===== config.mk =====
export PLATFORM = sky130hd
export DESIGN_NAME = hex_entry_ctrl
export DESIGN_NICKNAME = d
export VERILOG_FILES = /design/src/rtl/hex_entry_ctrl.sv
export SDC_FILE = /design/constraint.sdc
export NUM_CORES = 1
export LEC_CHECK = 0
export ABC_AREA = 1
export BUFFER_PORTS_ARGS = -buffer_cell sky130_fd_sc_hd__buf_4
export CORE_ASPECT_RATIO = 0.7
export CORE_UTILIZATION = 50
export CTS_CLUSTER_DIAMETER = 40
export DETAILED_ROUTE_END_ITERATION = 7
export HOLD_SLACK_MARGIN = 0.12
export PLACE_DENSITY = 0.76
export SYNTH_ARGS = -nofsm -noshare
export SYNTH_HDL_FRONTEND = slang
export SYNTH_SLANG_ARGS = --single-unit

===== constraint.sdc =====
create_clock -name clk -period 1.84 [get_ports clk]
set_clock_uncertainty 0.1 [all_clocks]
set_input_delay 0.368 -clock clk [delete_from_list [all_inputs] [get_ports clk]]
set_output_delay 0.368 -clock clk [all_outputs]
set_load 0.03 [all_outputs]

===== src/rtl/hex_entry_ctrl.sv =====
// Hex keypad entry controller: collects two operands of up to three hex
// digits each, issues them as a pair, and signals the end of an operation
// sequence. Rejected keys produce a one-cycle key_err pulse.
module hex_entry_ctrl (
  input  logic        clk,
  input  logic        rst,
  input  logic        key_valid,
  input  logic [4:0]  key_code,
  output logic        key_ready,
  output logic [11:0] num1_hex,
  output logic [11:0] num2_hex,
  output logic        new_input,
  output logic        finish_input,
  output logic [11:0] entry_val,
  output logic [2:0]  state_o,
  output logic        key_err
);

  typedef enum logic [2:0] {
    S_ENTER_A = 3'd0,
    S_ENTER_B = 3'd1,
    S_ISSUE   = 3'd2,
    S_FIN     = 3'd3,
    S_DONE    = 3'd4
  } state_e;

  state_e      state_q;
  logic [11:0] buf_a_q, buf_b_q;
  logic [1:0]  cnt_a_q, cnt_b_q;
  logic [11:0] num1_q, num2_q;
  logic        new_q, fin_q, err_q;

  logic        is_digit, is_enter, is_clear, is_finish;
  logic [1:0]  cur_cnt;
  logic [11:0] cur_buf;
  logic [11:0] buf_shift_d;

  // Key decode and the shifted value of whichever buffer is being edited
  always_comb begin
    is_digit    = (key_code[4] == 1'b0);
    is_enter    = (key_code == 5'h10);
    is_clear    = (key_code == 5'h11);
    is_finish   = (key_code == 5'h12);
    cur_cnt     = (state_q == S_ENTER_B) ? cnt_b_q : cnt_a_q;
    cur_buf     = (state_q == S_ENTER_B) ? buf_b_q : buf_a_q;
    buf_shift_d = {cur_buf[7:0], key_code[3:0]};
  end

  // Entry FSM with registered operand and pulse outputs
  always_ff @(posedge clk or negedge rst) begin
    if (!rst) begin
      state_q <= S_ENTER_A;
      buf_a_q <= 12'h000;
      buf_b_q <= 12'h000;
      cnt_a_q <= 2'd0;
      cnt_b_q <= 2'd0;
      num1_q  <= 12'h000;
      num2_q  <= 12'h000;
      new_q   <= 1'b0;
      fin_q   <= 1'b0;
      err_q   <= 1'b0;
    end else begin
      new_q <= 1'b0;
      fin_q <= 1'b0;
      err_q <= 1'b0;
      case (state_q)
        S_ENTER_A, S_ENTER_B: begin
          if (key_valid) begin
            if (is_digit) begin
              // A full buffer refuses further digits rather than shifting out
              if (cur_cnt == 2'd3) begin
                err_q <= 1'b1;
              end else if (state_q == S_ENTER_A) begin
                buf_a_q <= buf_shift_d;
                cnt_a_q <= cnt_a_q + 2'd1;
              end else begin
                buf_b_q <= buf_shift_d;
                cnt_b_q <= cnt_b_q + 2'd1;
              end
            end else if (is_enter) begin
              if (cur_cnt == 2'd0) begin
                err_q <= 1'b1;
              end else if (state_q == S_ENTER_A) begin
                state_q <= S_ENTER_B;
                buf_b_q <= 12'h000;
                cnt_b_q <= 2'd0;
              end else begin
                state_q <= S_ISSUE;
              end
            end else if (is_clear || is_finish) begin
              // Both discard any partially entered operands
              buf_a_q <= 12'h000;
              buf_b_q <= 12'h000;
              cnt_a_q <= 2'd0;
              cnt_b_q <= 2'd0;
              state_q <= is_clear ? S_ENTER_A : S_FIN;
            end else begin
              err_q <= 1'b1;
            end
          end
        end
        S_ISSUE: begin
          num1_q  <= buf_a_q;
          num2_q  <= buf_b_q;
          new_q   <= 1'b1;
          buf_a_q <= 12'h000;
          buf_b_q <= 12'h000;
          cnt_a_q <= 2'd0;
          cnt_b_q <= 2'd0;
          state_q <= S_ENTER_A;
          err_q   <= key_valid;
        end
        S_FIN: begin
          fin_q   <= 1'b1;
          state_q <= S_DONE;
          err_q   <= key_valid;
        end
        S_DONE: begin
          if (key_valid) begin
            if (is_clear) begin
              buf_a_q <= 12'h000;
              buf_b_q <= 12'h000;
              cnt_a_q <= 2'd0;
              cnt_b_q <= 2'd0;
              state_q <= S_ENTER_A;
            end else begin
              err_q <= 1'b1;
            end
          end
        end
        default: state_q <= S_ENTER_A;
      endcase
    end
  end

  // Output decode: readiness follows state and is forced low while in reset
  always_comb begin
    key_ready = rst & ((state_q == S_ENTER_A) || (state_q == S_ENTER_B) ||
                       (state_q == S_DONE));
    case (state_q)
      S_ENTER_A: entry_val = buf_a_q;
      S_ENTER_B: entry_val = buf_b_q;
      default:   entry_val = 12'h000;
    endcase
  end

  assign num1_hex     = num1_q;
  assign num2_hex     = num2_q;
  assign new_input    = new_q;
  assign finish_input = fin_q;
  assign key_err      = err_q;
  assign state_o      = state_q;

endmodule


==> flow_summary.json <==
{
  "hp-class": "in -> async",
  "finalHoldViolations": 0,
  "gp_congestion": 0.8851,
  "max-cap-violations": 0,
  "initial_core_util_pct": 54.11,
  "cp_data_required_time_ps": 1960,
  "vias": 2863,
  "setup_viol": 41,
  "synth_xor_area_share_pct": 0,
  "synth-simple-area-share_pct": 31.44,
  "crit_type": "reg -> reg",
  "worstSkewPairLatency_ps": 340,
  "fmax_ghz": 0.4919,
  "synth_compound_area_share_pct": 11.12,
  "slowest_delay_ps": 430,
  "ant_nets": 0,
  "vias_per_cell": 5.559,
  "start_kind": "flop",
  "num_antenna_cells": 0,
  "critPathTopFamily": "simple AND/OR/NAND/NOR gates",
  "grt_pass1_wl_mm": 12.70,
  "cts_tree": "yes",
  "ys_warn_count": 0,
  "synthesis.nets": 364,
  "power_density_mw_per_mm2": 2025,
  "cp.arrival_ps": 2150,
  "clk_pin_slew_ps": 70,
  "crit_path_cell_trace": "inv_4 -> nand3_4 -> buf_4 -> nand2_1 -> nand2_2 -> nand2_2 -> o21ai_4 -> nor2_4 -> nand2_4 -> nand2_1 -> nand2_1",
  "crit_top_cell": "nand2_1",
  "synthTopCellsByCount": "nand2_1, dfrtp_1, o21ai_0",
  "slew_headroom_pct": 51.41,
  "drive_gt1_share_pct": 36.12,
  "synth.most_common_cell": "nand2_1",
  "first_global_vias": 2597,
  "grt_max_degree": 59,
  "crit_fanout": 7,
  "drtIter0Drc": 266,
  "muxShareOfSynthArea_pct": 0,
  "layout_min_cycle_time_ps": 2033,
  "drv_slew": 0,
  "die_w_microns": 93.79,
  "ys_types": 29,
  "synthFlopType": "dfrtp_1",
  "ios": 51,
  "synth-edff-count": 0,
  "num_rows": 22,
  "cts.path.max_buffers": 2,
  "tns_ps": -4685,
  "dieArea_sq_mm": 0.006214,
  "coreArea_sq_mm": 0.005450,
  "ys_ff_latch": 58,
  "synth-seq-area-share_pct": 49.22,
  "fin_nets": 446,
  "synth_top_area_share_pct": 49.22,
  "endpoint_kind": "flop",
  "antenna_found_initial": 0,
  "syn_inst": 356,
  "layout_setup_ws_ps": -193.0,
  "portBuffers": 50,
  "hpwl_mm": 5.006,
  "grt_util_all_layers_pct": 27.87,
  "yosys-top-cells-area": "dfrtp_1, nand2_1, o21ai_0",
  "violations": "negative setup slack",
  "syn_area_sq_mm": 0.002949,
  "die_h_microns": 66.26,
  "rsz0062_at_grt": "true",
  "status": "finished with violations",
  "drc": 0,
  "cts_made_buffers": 9,
  "cts_sinks": 58,
  "wirelength_mm": 8.752,
  "dp_slack_ps": -50.06,
  "synth_async_sr_flop_share_pct": 100.0,
  "peakVddDrop_uv": 1091,
  "synthAdderAreaFrac_pct": 0,
  "finalCritPeriodShare_pct": 110.5,
  "p_leak_uw": 0.002067,
  "fill_cells": 382,
  "worst_pin_slew_ps": 728.8,
  "h-tree-depth": 3,
  "cts_hold_buf": 0,
  "syn2layout_area_growth_pct": 41.24,
  "slowest_stage": "dfrtp_2",
  "synth_top_family_by_area": "simple AND/OR/NAND/NOR gates",
  "root_buffer": "clkbuf_8",
  "path_buf_inv": 2,
  "wire_per_inst_microns": 16.99,
  "dr.pass1.iters": 7,
  "overflow": 0,
  "synth_top_area_cell": "dfrtp_1",
  "synth.avg_cell_area_sq_um": 8.284
}
==> through the flow <==
stage               util (%)  hold slack, ps  area [sq um]  instances  total power, uW
global placement       65.40           354.1          3565        480             5848
detailed placement     65.40           358.2          3565        480             5933
finish                 76.42           117.8          4165        515             8435
floorplan                  -          -27.59          3084        356             4837
global route           76.42           169.4          4165        515             8862
CTS                    73.35           126.9          3998        508             7816
==> routing by layer <==
| layer | GRT usage, % | wire length (microns) | vias up |
|---|---|---|---|
| met5 | 0 | 0 | - |
| met4 | 9.231 | 246 | 0 |
| met3 | 8.161 | 815 | 29 |
| met2 | 43.80 | 3918 | 168 |
| met1 | 37.04 | 3771 | 1363 |
| li1 | - | - | 1303 |
==> cell families (layout without fill, tap and decap cells) <==
group,after synthesis,count (layout)
AND/OR/NAND/NOR,193,197
buffers and inverters,51,134
flip-flops,58,58
AO/OA/AOI/OAI,54,54
==> registers in the layout (all words and copies together), names as in the netlist <==
signal        count
num2_hex         12
state_o           3
new_input         1
key_err           1
finish_input      1
buf_a_q          12
num1_hex         12
cnt_a_q           2
cnt_b_q           2
buf_b_q          12
==> final timing paths <==
| check | slack, ps | end | start | cells past startpoint |
|---|---|---|---|---|
| max | -190 | cnt_b_q[0] | state_o[2] | 11 |
| min | 120 | num1_hex[11] | rst | 2 |
| max reg2reg | -190 | cnt_b_q[0] | state_o[2] | 11 |
| min reg2reg | 370 | num2_hex[2] | num2_hex[2] | 2 |
| max in group asynchronous | 1000 | state_o[2] | rst | 2 |
| min in group clk | 170 | key_err | key_valid | 3 |
==> repair_timing <==
item | CTS | global route
setup endpoints to repair | 37 | 66
pin swaps | 6 | 4
gates resized for setup | 29 | 17
hold endpoints to repair | 0 | 0
setup buffers | 9 | 4
gates cloned | 3 | 3
==> area by class of cell <==
cell class / count / area [sq um] / area share (%)
multi-input combinational: 251 / 1510 / 36.26
sequential: 58 / 1455 / 34.94
timing repair buffer: 80 / 718.2 / 17.24
inverter: 37 / 156.4 / 3.755
clock buffer: 12 / 155.1 / 3.725
tap: 72 / 90.09 / 2.163
clock inverter: 4 / 73.82 / 1.772
timing repair inverter: 1 / 6.256 / 0.1502
==> layout by cell type (no fill, tap or decap), types with 2 or more instances in the layout <==
master and n:
nor2_2 2, dfrtp_2 3, o21ai_0 25, nor2_8 2, o21ai_2 11, inv_1 29
dfrtp_1 55, inv_2 4, nand2_1 126, clkinv_4 2, a21oi_1 4, nand2_2 7
buf_4 58, o22ai_4 5, o21ai_4 7, nand3_2 2, bufinv_16 2, nand3_1 16
nor2_1 11, nand2_8 4, nand2_4 6, nand3b_1 8, buf_6 18, buf_12 4
inv_4 3, nand4_1 3, nor2_4 6, clkbuf_8 11
==> power by group <==
group / internal (uW) / switching, uW / leakage, uW
Combinational: 1850 / 3160 / 0.00117
Sequential: 1730 / 338 / 0.000782
Clock: 837 / 517 / 0.000117
Note: power is estimated with default switching activity, not from simulation.
